**src/rtl/clock_display_pkg.sv**
```systemverilog
// clock_display_pkg: digit codes, converter states and 7-segment patterns for the clock display
package clock_display_pkg;
  typedef logic [3:0] digit_t;
  localparam digit_t DIG_DASH  = 4'd10;
  localparam digit_t DIG_BLANK = 4'd11;
  typedef enum logic [1:0] {S_IDLE, S_LOAD, S_CONV, S_COMMIT} conv_state_e;
  localparam logic [6:0] SEG_0     = 7'b0111111;
  localparam logic [6:0] SEG_1     = 7'b0000110;
  localparam logic [6:0] SEG_2     = 7'b1011011;
  localparam logic [6:0] SEG_3     = 7'b1001111;
  localparam logic [6:0] SEG_4     = 7'b1100110;
  localparam logic [6:0] SEG_5     = 7'b1101101;
  localparam logic [6:0] SEG_6     = 7'b1111101;
  localparam logic [6:0] SEG_7     = 7'b0000111;
  localparam logic [6:0] SEG_8     = 7'b1111111;
  localparam logic [6:0] SEG_9     = 7'b1101111;
  localparam logic [6:0] SEG_DASH  = 7'b1000000;
  localparam logic [6:0] SEG_BLANK = 7'b0000000;
endpackage

```
**src/rtl/seg7_decode.sv**
```systemverilog
// seg7_decode: digit code to active-high {g,f,e,d,c,b,a} segment pattern
module seg7_decode
  import clock_display_pkg::*;
(
  input  digit_t     code,
  output logic [6:0] seg
);
  always_comb begin
    case (code)
      4'd0:    seg = SEG_0;
      4'd1:    seg = SEG_1;
      4'd2:    seg = SEG_2;
      4'd3:    seg = SEG_3;
      4'd4:    seg = SEG_4;
      4'd5:    seg = SEG_5;
      4'd6:    seg = SEG_6;
      4'd7:    seg = SEG_7;
      4'd8:    seg = SEG_8;
      4'd9:    seg = SEG_9;
      DIG_DASH: seg = SEG_DASH;
      default: seg = SEG_BLANK;
    endcase
  end
endmodule

```
**src/rtl/clock_display_scan.sv**
```systemverilog
// clock_display_scan: binary time to BCD and 4-digit multiplexed 7-segment scan with set-mode blink
module clock_display_scan
  import clock_display_pkg::*;
#(
  parameter int unsigned SCAN_DIV       = 10,
  parameter int unsigned BLINK_DIV      = 2500,
  parameter bit          SEG_ACTIVE_LOW = 1'b1,
  parameter bit          DIG_ACTIVE_LOW = 1'b1
) (
  input  logic        clk_10000Hz,
  input  logic        rst,
  input  logic [13:0] hours_in,
  input  logic [13:0] minutes_in,
  input  logic [13:0] seconds_in,
  input  logic        show_min_sec,
  input  logic        setting_enable,
  input  logic        set_hr_or_min,
  output logic [6:0]  seg_out,
  output logic        dp_out,
  output logic [3:0]  digit_sel
);
  localparam int PW = SCAN_DIV > 1 ? $clog2(SCAN_DIV) : 1;
  localparam int BW = BLINK_DIV > 1 ? $clog2(BLINK_DIV) : 1;
  logic [PW-1:0] presc_q, presc_d;
  logic [1:0] idx_q, idx_d;
  logic [BW-1:0] blink_cnt_q, blink_cnt_d;
  logic blink_q, blink_d;
  conv_state_e state_q, state_d;
  logic [13:0] val_a_q, val_a_d, val_b_q, val_b_d;
  logic [3:0] tens_a_q, tens_a_d, tens_b_q, tens_b_d;
  logic inv_a_q, inv_a_d, inv_b_q, inv_b_d;
  digit_t [3:0] dig_q, dig_d, disp_q, disp_d;
  logic [6:0] seg_q, seg_d, seg_pat;
  logic dp_q, dp_d;
  logic [3:0] sel_q, sel_d;
  logic scan_tc, frame_wrap, blink_tc, mm_ss, done_a, done_b, blank_now;
  logic [13:0] left_sel, right_sel;
  digit_t shown;
  always_comb begin
    scan_tc     = presc_q == PW'(SCAN_DIV - 1);
    frame_wrap  = scan_tc && idx_q == 2'd3;
    presc_d     = scan_tc ? '0 : presc_q + 1'b1;
    idx_d       = scan_tc ? idx_q + 2'd1 : idx_q;
    blink_tc    = blink_cnt_q == BW'(BLINK_DIV - 1);
    blink_cnt_d = blink_tc ? '0 : blink_cnt_q + 1'b1;
    blink_d     = blink_q ^ blink_tc;
    mm_ss       = show_min_sec && !setting_enable;
    left_sel    = mm_ss ? minutes_in : hours_in;
    right_sel   = mm_ss ? seconds_in : minutes_in;
    // committed digits reach the display only at a frame boundary, so a frame is never torn
    disp_d      = frame_wrap ? dig_q : disp_q;
    blank_now   = setting_enable && blink_d && (idx_d[1] == set_hr_or_min);
    shown       = blank_now ? DIG_BLANK : disp_d[idx_d];
    seg_d       = seg_pat ^ {7{SEG_ACTIVE_LOW}};
    dp_d        = (idx_d == 2'd1 && (setting_enable || !seconds_in[0])) ^ SEG_ACTIVE_LOW;
    sel_d       = (4'b1000 >> idx_d) ^ {4{DIG_ACTIVE_LOW}};
  end
  seg7_decode u_dec (.code(shown), .seg(seg_pat));
  always_comb begin
    state_d  = state_q;
    val_a_d  = val_a_q;
    val_b_d  = val_b_q;
    tens_a_d = tens_a_q;
    tens_b_d = tens_b_q;
    inv_a_d  = inv_a_q;
    inv_b_d  = inv_b_q;
    dig_d    = dig_q;
    done_a   = inv_a_q || val_a_q < 14'd10;
    done_b   = inv_b_q || val_b_q < 14'd10;
    case (state_q)
      S_IDLE: state_d = frame_wrap ? S_LOAD : S_IDLE;
      S_LOAD: begin
        val_a_d  = left_sel;
        val_b_d  = right_sel;
        tens_a_d = '0;
        tens_b_d = '0;
        inv_a_d  = 1'b0;
        inv_b_d  = 1'b0;
        state_d  = S_CONV;
      end
      S_CONV: begin
        state_d  = (done_a && done_b) ? S_COMMIT : S_CONV;
        val_a_d  = done_a ? val_a_q : val_a_q - 14'd10;
        tens_a_d = done_a ? tens_a_q : tens_a_q + 4'd1;
        inv_a_d  = inv_a_q || (!done_a && tens_a_q == 4'd9);
        val_b_d  = done_b ? val_b_q : val_b_q - 14'd10;
        tens_b_d = done_b ? tens_b_q : tens_b_q + 4'd1;
        inv_b_d  = inv_b_q || (!done_b && tens_b_q == 4'd9);
      end
      S_COMMIT: begin
        dig_d[0] = inv_a_q ? DIG_DASH : tens_a_q;
        dig_d[1] = inv_a_q ? DIG_DASH : val_a_q[3:0];
        dig_d[2] = inv_b_q ? DIG_DASH : tens_b_q;
        dig_d[3] = inv_b_q ? DIG_DASH : val_b_q[3:0];
        state_d  = S_IDLE;
      end
      default: state_d = S_IDLE;
    endcase
  end
  always_ff @(posedge clk_10000Hz or posedge rst) begin
    if (rst) begin
      presc_q     <= '0;
      idx_q       <= '0;
      blink_cnt_q <= '0;
      blink_q     <= 1'b0;
      state_q     <= S_IDLE;
      val_a_q     <= '0;
      val_b_q     <= '0;
      tens_a_q    <= '0;
      tens_b_q    <= '0;
      inv_a_q     <= 1'b0;
      inv_b_q     <= 1'b0;
      dig_q       <= {4{DIG_BLANK}};
      disp_q      <= {4{DIG_BLANK}};
      seg_q       <= {7{SEG_ACTIVE_LOW}};
      dp_q        <= SEG_ACTIVE_LOW;
      sel_q       <= {4{DIG_ACTIVE_LOW}};
    end else begin
      presc_q     <= presc_d;
      idx_q       <= idx_d;
      blink_cnt_q <= blink_cnt_d;
      blink_q     <= blink_d;
      state_q     <= state_d;
      val_a_q     <= val_a_d;
      val_b_q     <= val_b_d;
      tens_a_q    <= tens_a_d;
      tens_b_q    <= tens_b_d;
      inv_a_q     <= inv_a_d;
      inv_b_q     <= inv_b_d;
      dig_q       <= dig_d;
      disp_q      <= disp_d;
      seg_q       <= seg_d;
      dp_q        <= dp_d;
      sel_q       <= sel_d;
    end
  end
  assign seg_out   = seg_q;
  assign dp_out    = dp_q;
  assign digit_sel = sel_q;
endmodule

```
**config.mk**
```make
export PLATFORM = sky130hd
export DESIGN_NAME = clock_display_scan
export DESIGN_NICKNAME = d
export VERILOG_FILES = /design/src/rtl/clock_display_pkg.sv /design/src/rtl/seg7_decode.sv /design/src/rtl/clock_display_scan.sv
export SDC_FILE = /design/constraint.sdc
export NUM_CORES = 1
export LEC_CHECK = 0
export CORE_ASPECT_RATIO = 1.25
export CORE_MARGIN = 4
export CORE_UTILIZATION = 60
export CTS_CLUSTER_DIAMETER = 150
export DETAILED_ROUTE_END_ITERATION = 6
export PLACE_DENSITY_LB_ADDON = 0.05
export SETUP_SLACK_MARGIN = 0.02
export SLEW_MARGIN = 25
export SYNTH_ARGS = -nofsm -noshare
export SYNTH_HDL_FRONTEND = slang
export SYNTH_SLANG_ARGS = --single-unit
```
**constraint.sdc**
```tcl
create_clock -name clk_10000Hz -period 7 [get_ports clk_10000Hz]
set_input_delay 1.4 -clock clk_10000Hz [delete_from_list [all_inputs] [get_ports clk_10000Hz]]
set_output_delay 1.4 -clock clk_10000Hz [all_outputs]
set_load 0.02 [all_outputs]
```
Word level (Yosys, flattened, before mapping)
Memories as Yosys holds them, arrays and structs flattened.
Cells that the tools add are included.
- memory bits (read-only): 112
- output and inout port bits: 12
- flip-flop bits (word level): 103
- logic and storage cells: 97
- input port bits: 47
- latch bits: 0
- memories kept: 1
- bits in writable memories: 0
- shift-type cells: 1
- bitwise operators: 4
- add/sub/neg operators: 7
- equal/unequal tests: 12
- order comparisons: 3
- multipliers: 0
- multiplexer cells: 26
- divide/modulo/power cells: 0
- reductions and logical operators: 21
- memories (name ; depth ; width ; rd ports ; clocked after memory_dff ; wr ports ; RTL line ; RTL):
    (name not given) ; 16 ; 7 ; 1 ; 0 ; 0 ; seg7_decode.sv:9 ; case (code)
- operator list (kind ; count):
    two-way mux 14 bit ; 4
    one-hot mux 14 bit (2 select lines) ; 2
    two-way mux 4 bit ; 9
    less-than comparator 14 x 4 -> 1 bit, second input constant ; 2
    subtractor 14 x 4 -> 14 bit, second input constant ; 2
    two-way mux 16 bit ; 1
    one-hot mux 4 bit (2 select lines) ; 2
    adder 12 x 1 -> 12 bit, second input constant ; 1
    adder 4 x 1 -> 4 bit, second input constant ; 3
    equality test 12 bit, second input constant ; 1
    equality test 4 bit, second input constant ; 3
    two-way mux 12 bit ; 1
    binary-select mux 4 bit (select 2 bit) ; 1
    logical AND 1 bit ; 8
    one-hot mux 2 bit (4 select lines) ; 1
    inverter 7 bit ; 1
    equality test 2 bit, second input constant ; 3
    logical OR 1 bit ; 5
    equality test 2 x 1 -> 1 bit, second input constant ; 2
    logical NOT 1 bit ; 4
    inequality test 2 bit, second input constant ; 2
    inverter 4 bit ; 1
    one-hot mux 1 bit (2 select lines) ; 2
    AND reduction 2 bit ; 2
    10 further kinds ; 11

Longest topological paths before layout
An unclocked memory read counts as a cell.
- depth after elaboration: 8
- gate-level depth with buffers: 12
- gate-level depth less buffers: 10

Modules after synthesis
From an unflattened synthesis, not the netlist that was laid out.
- cell total of the unflattened synthesis: 604
- area, all modules: 5650.4 µm²
- modules (own cells, without submodules) (module ; cells an instance ; instances ; area an instance (µm²) ; seq. area each (µm²)):
    clock_display_scan ; 575 ; 1 ; 5436.5 ; 2622.5
    seg7_decode ; 29 ; 1 ; 214.0 ; 0.0

Worst setup path before layout
No wires, ideal clock.
- path type: input port to flip-flop
- from: input show_min_sec
- to: register val_b_q[13]
- library setup time: 0.133 ns
- required time: 6.867 ns
- arrival time: 2.917 ns
- cell stages on the path: 8
- path buffers: 3
- setup slack: 3.950 ns
- cell sequence: nor2b_1 clkbuf_1 buf_1 buf_1 mux2i_1 o21ai_0 nand2_1 nand2_1
- cells in the longest elaborated chain, start to end: 3
- RTL lines (element ; RTL line ; RTL):
    from (decl) ; clock_display_scan.sv:15 ; input logic show_min_sec,
    logical AND 1 bit ; clock_display_scan.sv:47 ; mm_ss = show_min_sec && !setting_enable;
    two-way mux 14 bit ; clock_display_scan.sv:49 ; right_sel = mm_ss ? seconds_in : minutes_in;
    one-hot mux 14 bit (2 select lines) ; clock_display_scan.sv:70 ; case (state_q)
    to (signal assigned) ; clock_display_scan.sv:125 ; val_b_q <= val_b_d;
    to (decl) ; clock_display_scan.sv:29 ; logic [13:0] val_a_q, val_a_d, val_b_q, val_b_d;
Every way passes these cells.
A chain may end at the register's enable or synchronous reset.

Worst setup path in the final report
- from: input set_hr_or_min
- to: register seg_q[0], in the netlist seg_out[0]
- cells in the longest elaborated chain, start to end: 5
- RTL lines (element ; RTL line ; RTL):
    from (decl) ; clock_display_scan.sv:17 ; input logic set_hr_or_min,
    equality test 1 bit ; clock_display_scan.sv:52 ; blank_now = setting_enable && blink_d && (idx_d[1] == set_hr_or_min);
    logical AND 1 bit ; clock_display_scan.sv:52 ;
    two-way mux 4 bit ; clock_display_scan.sv:53 ; shown = blank_now ? DIG_BLANK : disp_d[idx_d];
    memory (16 x 7 bit) ; n/a ;
    inverter 7 bit (no source line) ; n/a ;
    via seg_d[0] ; clock_display_scan.sv:33 ; logic [6:0] seg_q, seg_d, seg_pat;
    to (signal assigned) ; clock_display_scan.sv:115 ; seg_q <= {7{SEG_ACTIVE_LOW}};
    to (signal assigned) ; clock_display_scan.sv:132 ; seg_q <= seg_d;
    to (decl) ; clock_display_scan.sv:33 ;
The timed path passes the listed nets, and every way through them passes these cells.

==> run_results.csv <==
group,metric,value,unit
outcome,status,"finished, final reports clean",
power,p_sw,0.442,mW
detailed_routing,wl_per_cell,16.6,um
clock_network,cts_num_sinks,103,
detailed_routing,ant_nets,0,
power,power_density,230,nW/um^2
clock_network,cts_root_buf,"clkbuf_16",
worst_setup_path,r2r_start,"presc_q[2]",
sta,rsz0062_at_grt,"no",
detailed_routing,drc,0,
synthesis,yosysMostFrequentCell,"dfrtp_1",
worst_setup_path,reg2regPathDepth,8,
power,pwr-share-comb,0.194,
clock_network,cts_resized,0,
synthesis,netlist_instances,560,
sta,fin_skew,0.00796,ns
sta,slew_violations,0,
placement,place_ws,3.27,ns
worst_setup_path,arrival,3.64,ns
synthesis,ys.flop_type,"dfrtp_1",
worst_setup_path,r2r_end,"seg_out[0]",
die,start_util,0.612,
clock_network,cts_tree,"built",
synthesis,yosys-top-cells-count,"dfrtp_1, nand2_1, nor2_1",
global_route,grt_pass1_vias,4312,
sta,timing.hold.ws,0.485,ns
synthesis,synthArstFlopShare,1.00,
worst_setup_path,required,7.27,ns
synthesis,synthTopCellsByArea,"dfrtp_1, dfstp_2, mux2i_1",
synthesis,avgSynthCellArea,9.97,um^2
placement,gp_congestion,0.863,
sta,setup_viol,0,
global_route,antenna_found_initial,0,
worst_setup_path,cp_max_fo,8,
sta,slew_headroom,0.326,
sta,setup_slack,3.63,ns
worst_setup_path,startpoint_type,"input pin",
synthesis,synth_edf_count,0,
placement,io_buffers,58,
power,internal_power,1.06,mW
placement,place_hpwl,9050,um
synthesis,synth_seq_cells,103,
cells_and_area,nets,670,
detailed_routing,vias,4314,
synthesis,synth_largest_area_cell,"dfrtp_1",
global_route,grt_start_max_net_pins,59,
min_path,hold_depth,2,
synthesis,synth_fp_nets,624,
worst_setup_path,r2r_slack,3.72,ns
clock_network,cts-buffers-inserted,9,
synthesis,yosysTopAreaCellShare,0.300,
worst_setup_path,cp-end-kind,"flop",
sta,hold_violations,0,
detailed_routing,wirelength,12200,um
job,drv_cap,0,
sta,layout_min_cycle_time,3.37,ns
synthesis,synth_cell_type_count,62,
sta,worst_pin_slew,1.01,ns
min_path,min_from,"disp_q[8]",
global_route,grt_pass1_wl,20300,um
synthesis,yosys_warnings,0,
die,core-area,9130,um^2
clock_network,h-tree-depth,3,
power,pwr-share-seq,0.503,
worst_setup_path,critPathKind,"input pin to flop",
die,die_h,116,um
die,dieArea,10900,um^2
power,ir_worst_vdd,0.000184,V
clock_network,cts-hold-fix-buffers,0,
synthesis,netlist_area,5580,um^2
sta,tns,0,ns
cells_and_area,diodes,0,
synthesis,seq_area_frac_synth,0.470,
clock_network,clk_path_buf_depth,2,
die,rows,39,
power,netSwitchingFraction,0.295,
sta,max_freq,0.297,GHz
detailed_routing,drt-initial-drc-count,216,
detailed_routing,via_per_inst,5.88,
detailed_routing,first_pass_iters,5,
sta,fin_crit_sh,0.482,
min_path,hold_path_class,"flop to flop",
power,p_clk_frac,0.302,
cells_and_area,drive_above_1_share,0.119,
clock_network,worstSkewPairLatency,0.34,ns
die,ios,59,
global_route,track_usage,0.240,
die,die_width,94.3,um
clock_network,postCtsSetupRepairBufs,0,
power,p_leak,2.81,nW
cells_and_area,syn2layout_area_growth,16.5,%
clock_network,clk_pin_slew,0.07,ns
min_path,min_to,"disp_q[8]",
global_route,overflow,0,
-- flip-flops by register name (all words and copies together) (netlist names) --
| register | cells |
|---|---|
| dig_q | 16 |
| disp_q | 16 |
| val_a_q | 14 |
| val_b_q | 14 |
| blink_cnt_q | 12 |
| seg_out | 7 |
| digit_sel | 4 |
| presc_q | 4 |
| tens_a_q | 4 |
| tens_b_q | 4 |
| idx_q | 2 |
| state_q | 2 |
| blink_q | 1 |
| dp_out | 1 |
| inv_a_q | 1 |
| inv_b_q | 1 |
-- final cells by class --
cell class	count	area (um^2)
clock inverters	4	22.5
inverters	37	141
repair buffers	61	603
clock buffers	12	236
multi-input cells	394	2720
well taps	123	154
fillers	717	2620
flip-flops and latches	103	2620
-- cell families (layout without fill, tap and decap cells) --
| group | count (synthesis) | in the layout | synth area share |
|---|---|---|---|
| buf+inv | 63 | 114 | 0.0439 |
| simple gates | 182 | 182 | 0.159 |
| flops | 103 | 103 | 0.470 |
| fa+ha+maj | 17 | 17 | 0.0381 |
| mux | 50 | 50 | 0.110 |
| compound gates | 118 | 118 | 0.133 |
| xor+xnor | 27 | 27 | 0.0457 |
-- routing by layer --
layer	part of all wire	up-vias	GRT usage	wire, um
li1	-	2070	-	-
met4	0.026	0	0.105	311
met1	0.41	2082	0.285	4950
met3	0.057	20	0.0442	694
met5	0	-	0	0
met2	0.51	142	0.423	6240
-- how the worst max path moves through the flow --
| stage | start | end | slack (ns) | depth (start not counted) |
|---|---|---|---|---|
| after floorplan | rst | blink_cnt_q[0] | 2.96 | 1 |
| after global placement | set_hr_or_min | seg_out[0] | 3.36 | 8 |
| after detailed placement | set_hr_or_min | seg_out[0] | 3.27 | 8 |
| after CTS | set_hr_or_min | seg_out[0] | 3.62 | 8 |
| after global routing | set_hr_or_min | seg_out[0] | 3.47 | 8 |
| final | set_hr_or_min | seg_out[0] | 3.63 | 8 |
-- power by group through the flow --
stage / registers, mW / clock network, mW / logic (mW)
3_5_place_dp: 0.760 / 0 / 0.289
4_1_cts: 0.750 / 0.460 / 0.291
2_1_floorplan: 0.736 / 0 / 0.219
5_1_grt: 0.762 / 0.485 / 0.332
6_report: 0.754 / 0.453 / 0.291
3_3_place_gp: 0.756 / 0 / 0.281
-- cell usage in the layout, fill, tap and decap left out, types with 17 or more instances in the layout --
| master | synthesis | final |
|---|---|---|
| ha_1 | 17 | 17 |
| clkdlybuf4s50_1 | 0 | 58 |
| inv_1 | 35 | 34 |
| dfstp_2 | 36 | 36 |
| mux2i_1 | 35 | 35 |
| nand2_1 | 54 | 54 |
| xnor2_1 | 17 | 17 |
| o21ai_0 | 33 | 33 |
| nor2_1 | 51 | 51 |
| dfrtp_1 | 67 | 67 |
| a21oi_1 | 30 | 30 |
-- worst max-delay path: stages --
cell,delay [ns]
clkdlybuf4s50_1,0.46
nor2b_1,0.15
o21ai_0,0.16
o2111ai_1,0.31
and2_1,0.31
ha_1,0.19
or4_1,0.52
o311a_1,0.13
-- metrics by stage --
step,cell area (um^2),utilization,total power [mW],instances
after global placement,6240,0.684,1.04,718
after CTS,6500,0.713,1.50,734
after floorplan,5580,-,0.956,560
after detailed placement,6240,0.684,1.05,718
final,6500,0.713,1.50,734
after global routing,6500,0.713,1.58,734
No activity file was read; power rests on OpenSTA's default activity.
